$ cat config.mk
export PLATFORM = sky130hd
export DESIGN_NAME = rv32i_pipe_ctrl
export DESIGN_NICKNAME = d
export VERILOG_FILES = /design/src/rtl/rv32i_pipe_ctrl.sv
export SDC_FILE = /design/constraint.sdc
export NUM_CORES = 1
export LEC_CHECK = 0
export ABC_AREA = 0
export CELL_PAD_IN_SITES_DETAIL_PLACEMENT = 1
export CELL_PAD_IN_SITES_GLOBAL_PLACEMENT = 2
export CORE_UTILIZATION = 31
export CTS_CLUSTER_DIAMETER = 60
export DETAILED_ROUTE_END_ITERATION = 12
export HOLD_SLACK_MARGIN = 0.1
export PLACE_DENSITY_LB_ADDON = 0.1
export SLEW_MARGIN = 20
export SYNTH_ARGS = -nofsm -noshare
export SYNTH_HDL_FRONTEND = slang
export SYNTH_SLANG_ARGS = --single-unit
$ cat constraint.sdc
create_clock -name clk -period 3.1 [get_ports clk]
set_input_delay 0.31 -clock clk [delete_from_list [all_inputs] [get_ports clk]]
set_output_delay 0.31 -clock clk [all_outputs]
set_load 0.005 [all_outputs]
$ cat src/rtl/rv32i_pipe_ctrl.sv
// rv32i_pipe_ctrl: pipeline control registers, hazard detection, forwarding and event counters
module rv32i_pipe_ctrl #(
  parameter int CNT_W = 16
) (
  input  logic             clk,
  input  logic             rst,
  input  logic             RegWriteD,
  input  logic             MemWriteD,
  input  logic             ResultSrcD,
  input  logic             ALUSrcD,
  input  logic             BranchD,
  input  logic [1:0]       ALUOpD,
  input  logic [4:0]       Rs1D,
  input  logic [4:0]       Rs2D,
  input  logic [4:0]       RdD,
  input  logic             ZeroE,
  output logic             StallF,
  output logic             StallD,
  output logic             FlushD,
  output logic             FlushE,
  output logic             PCSrcE,
  output logic [1:0]       ForwardAE,
  output logic [1:0]       ForwardBE,
  output logic             RegWriteE,
  output logic             MemWriteE,
  output logic             ResultSrcE,
  output logic             ALUSrcE,
  output logic             BranchE,
  output logic [1:0]       ALUOpE,
  output logic [4:0]       Rs1E,
  output logic [4:0]       Rs2E,
  output logic [4:0]       RdE,
  output logic             RegWriteM,
  output logic             MemWriteM,
  output logic             ResultSrcM,
  output logic [4:0]       RdM,
  output logic             RegWriteW,
  output logic             ResultSrcW,
  output logic [4:0]       RdW,
  output logic [CNT_W-1:0] StallCnt,
  output logic [CNT_W-1:0] FlushCnt
);
  logic lu;
  always_comb begin
    PCSrcE = BranchE & ZeroE;
    lu = ResultSrcE & RegWriteE & (RdE != 5'd0) & ((RdE == Rs1D) | (RdE == Rs2D));
    StallF = lu & ~PCSrcE;
    StallD = lu & ~PCSrcE;
    FlushD = PCSrcE;
    FlushE = PCSrcE | lu;
    ForwardAE = (RegWriteM && RdM != 5'd0 && RdM == Rs1E) ? 2'b10 :
                (RegWriteW && RdW != 5'd0 && RdW == Rs1E) ? 2'b01 : 2'b00;
    ForwardBE = (RegWriteM && RdM != 5'd0 && RdM == Rs2E) ? 2'b10 :
                (RegWriteW && RdW != 5'd0 && RdW == Rs2E) ? 2'b01 : 2'b00;
  end
  always_ff @(posedge clk or posedge rst) begin
    if (rst) begin
      {RegWriteE, MemWriteE, ResultSrcE, ALUSrcE, BranchE, ALUOpE, Rs1E, Rs2E, RdE} <= '0;
      {RegWriteM, MemWriteM, ResultSrcM, RdM} <= '0;
      {RegWriteW, ResultSrcW, RdW} <= '0;
      StallCnt <= '0;
      FlushCnt <= '0;
    end else begin
      {RegWriteE, MemWriteE, ResultSrcE, ALUSrcE, BranchE, ALUOpE, Rs1E, Rs2E, RdE} <= FlushE ? 22'd0 :
        {RegWriteD, MemWriteD, ResultSrcD, ALUSrcD, BranchD, ALUOpD, Rs1D, Rs2D, RdD};
      {RegWriteM, MemWriteM, ResultSrcM, RdM} <= {RegWriteE, MemWriteE, ResultSrcE, RdE};
      {RegWriteW, ResultSrcW, RdW} <= {RegWriteM, ResultSrcM, RdM};
      if (StallF && !(&StallCnt)) StallCnt <= StallCnt + CNT_W'(1);
      if (PCSrcE && !(&FlushCnt)) FlushCnt <= FlushCnt + CNT_W'(1);
    end
  end
endmodule

==> results.md <==
* Post-synthesis register bit count at 69
* Peak supply drop at 0.2101 mV
* R2R setup slack at 1.04 ns
* Pin count of the biggest net entering global routing at 38
* ANT nets after route at 0
* Final Critical Period at 2.849 ns
* CTS hold repair buffers at 0
* Synth Area in Adders at 0.8117%
* Initial Util at 31.83%
* Xor/xnor share of the synthesized area at 16.76%
* Number of global-route vias before repair at 2446
* Post-route DRC at 0
* RSZ-0062 raised after global routing: false
* Register area at 1727 um2
* CTS tree: yes
* Min-delay worst type: reg -> reg
* Worst-case reg-to-reg path depth at 6
* Layout cells sized above 1 at 6.720%
* Clock sinks at 69
* Mean area per synthesized cell at 11.90 um2
* Worst EP arrival at 2.54 ns
* Multi-input gate area at 1285 um2
* Post-CTS Resized at 0
* Power Dens Cells at 509.5 nW/um2
* Core ar. at 9684 um2
* Clock root buffer master: clkbuf_8
* Global-route wire length before repair at 12930 um
* Simple-Gate Fraction of Synth Area at 19.93%
* Slowest CP cell: or4_4
* Via density per instance at 4.592
* Combinational family with the most area after synthesis: simple AND/OR/NAND/NOR gates
* Max-cap violations at 0
* Final period util at 91.91%
* Required @ worst endpoint at 2.79 ns
* Vias at 2319
* Syn Nets at 286
* Mux cell area share after synthesis at 1.096%
* Area delta synth->final at 44.52%
* Slowest stage delay, CP at 0.57 ns
* Distinct cells, synth at 32
* Total power at 2.270 mW
* Slew Limit Headroom at 50.58%
* Die area at 10350 um2
* Die W at 101.7 um
* Iteration-0 DRC Markers at 41
* Hpwl dp at 5829 um
* # rows at 36
* P_leak at 1.875 nW
* Synth Area in Compound Gates at 3.084%
* Pins Over Slew Limit at 0
* Global route overflow at 0
* Hold Path Stages at 0
* DIE HEIGHT at 101.7 um
* Post-CTS Setup Bufs at 0
* Total CTS buffers at 9
* Global Route Usage Sum at 16.60%
* Sequential cell area fraction in the yosys report at 56.01%
* H-tree lvl count at 3
* Setup TNS at 0 ns
* Filler cells at 1083
* Placer Congestion at 0.7072
* Critical Path Fanout Max at 23
* Fin util at 46.01%
* Worst R2R End: StallCnt[14]
* Status: finished clean
* Yosys warning total at 0
* CP Class: reg -> out
* Initial antenna violation count at 0
* Clock-pin slew on the worst setup and hold paths at 0.07 ns
* CP Cell Sequence: or4_4, o211ai_4, o21a_2, inv_1, clkdlybuf4s50_1
* Clock skew at 0.01216 ns
* Worst flop-to-flop path startpoint: BranchE
* Hold EP: ResultSrcW
* Crit path capture type: output port
* Routed wire length at 7868 um
* Clock Latency Late Sink at 0.34 ns
* Nets at 395
* Hold Startpoint: ResultSrcM
* Diodes inserted at 0
* # port buffers at 102
* Hold Vio Cnt, Final at 0
* Startpoint types: register
* Syn Std Cell Area at 3083 um2
* Worst-case clock buffer depth at 2
* WL/cell at 15.58 um
* Setup violators final at 0
* Cells after synthesis at 259
* # IOs at 103
* Worst-Margin Slew at 0.7402 ns
* First-pass DRT Iterations at 6
* Max Freq at 0.3510 GHz
[cell usage after synthesis]
| master | n | area, um2 |
|---|---|---|
| a21oi_2 | 1 | 8.760 |
| and2_0 | 1 | 6.260 |
| and2_1 | 23 | 143.9 |
| and3_1 | 9 | 56.30 |
| and4_1 | 3 | 26.28 |
| buf_4 | 3 | 22.52 |
| buf_6 | 3 | 33.78 |
| dfrtp_1 | 69 | 1727 |
| ha_1 | 2 | 25.02 |
| inv_1 | 4 | 15.01 |
| mux2_1 | 2 | 22.52 |
| mux2_2 | 1 | 11.26 |
| nand2_1 | 14 | 52.55 |
| nand2_2 | 1 | 6.260 |
| nand2b_1 | 1 | 6.260 |
| nand3_1 | 16 | 80.08 |
| nand4_1 | 12 | 75.07 |
| nor2_1 | 8 | 30.03 |
| nor3_1 | 9 | 45.04 |
| nor4_1 | 4 | 25.02 |
| nor4b_1 | 1 | 8.760 |
| o2111ai_1 | 1 | 8.760 |
| o211ai_4 | 1 | 21.27 |
| o21a_2 | 1 | 8.760 |
| o21ai_0 | 2 | 10.01 |
| o32a_1 | 1 | 10.01 |
| o32ai_4 | 1 | 27.53 |
| or3_4 | 1 | 11.26 |
| or4_1 | 4 | 30.03 |
| or4_4 | 1 | 11.26 |
| xnor2_1 | 33 | 289.0 |
| xor2_1 | 26 | 227.7 |
[cells by family (layout without fill, tap and decap cells)]
logic type                 count (synthesis)  count (layout)
and+or+nand+nor                          108             108
DFF                                       69              69
xor gates and xnor gates                  59              59
buffers and inverters                     10             123
AOI/OAI and AO/OA                          8               8
muxes                                      3               3
adders and majority gates                  2               2
[power breakdown]
part / internal, mW / total [mW] / switching (mW)
clock: 0.470 / 0.805 / 0.335
combinational: 0.246 / 0.389 / 0.143
sequential: 0.977 / 1.08 / 0.0998
total: 1.69 / 2.27 / 0.578
[critical path: cells and delay by family, from the launching register on]
family	cells	cell delay [ns]
DFF	1	0.44
AOI/OAI and AO/OA	2	0.68
and+or+nand+nor	1	0.57
buffers and inverters	2	0.52
[placed cells by master, fill, tap and decap left out, drive strengths merged, types with 4 or more instances in the layout]
cell type / instances
nor3: 9
clkdlybuf4s50: 102
nor2: 8
and3: 9
nand2: 15
xnor2: 33
xor2: 26
and2: 24
nand4: 12
or4: 5
clkbuf: 11
nand3: 16
inv: 4
dfrtp: 69
nor4: 4
[metrics by stage]
step           instances  hold WS [ns]  setup WS, ns  instance area, um2
2_1_floorplan        259        0.3757         1.050                3083
3_3_place_gp         490        0.3587        0.4168                4242
3_5_place_dp         490        0.3664        0.3483                4242
4_1_cts              505        0.3839        0.1914                4456
5_1_grt              505        0.3945       0.06236                4456
6_report             505        0.3807        0.2508                4456
[final cells by class]
| cell class | count | area share [%] |
|---|---|---|
| Multi-Input combinational cell | 180 | 28.84 |
| Timing Repair Buffer | 104 | 23.53 |
| Sequential cell | 69 | 38.75 |
| Clock inverter | 4 | 1.629 |
| Clock buffer | 11 | 3.173 |
| Inverter | 4 | 0.3370 |
| Tap cell | 133 | 3.735 |
[flip-flops by register name, indices dropped and copies added (netlist names), 2 cells and up]
| name | flops |
|---|---|
| RdM | 5 |
| FlushCnt | 16 |
| ALUOpE | 2 |
| Rs2E | 5 |
| Rs1E | 5 |
| RdE | 5 |
| RdW | 5 |
| StallCnt | 16 |
[layer usage]
layer / track usage [%] / share of wire [%] / up-vias
met2: 26.82 / 49 / 62
met4: 6.689 / 1.3 / 0
met1: 21.78 / 46 / 1148
met3: 3.382 / 3.9 / 8
met5: 0 / 0 / -
li1: - / - / 1101
[worst max path at each step]
stage                  from           end  slack, ns  cells after the start
finish               RdE[1]        FlushE       0.25                      5
global route         RdM[2]  ForwardBE[0]       0.06                      5
CTS                  RdE[1]        FlushE       0.19                      5
detailed placement  Rs1D[0]        FlushE       0.35                      7
global placement    Rs1D[0]        FlushE       0.42                      7
floorplan               rst     ALUOpE[0]       1.05                      1
Power figures use the tool's default switching activity.
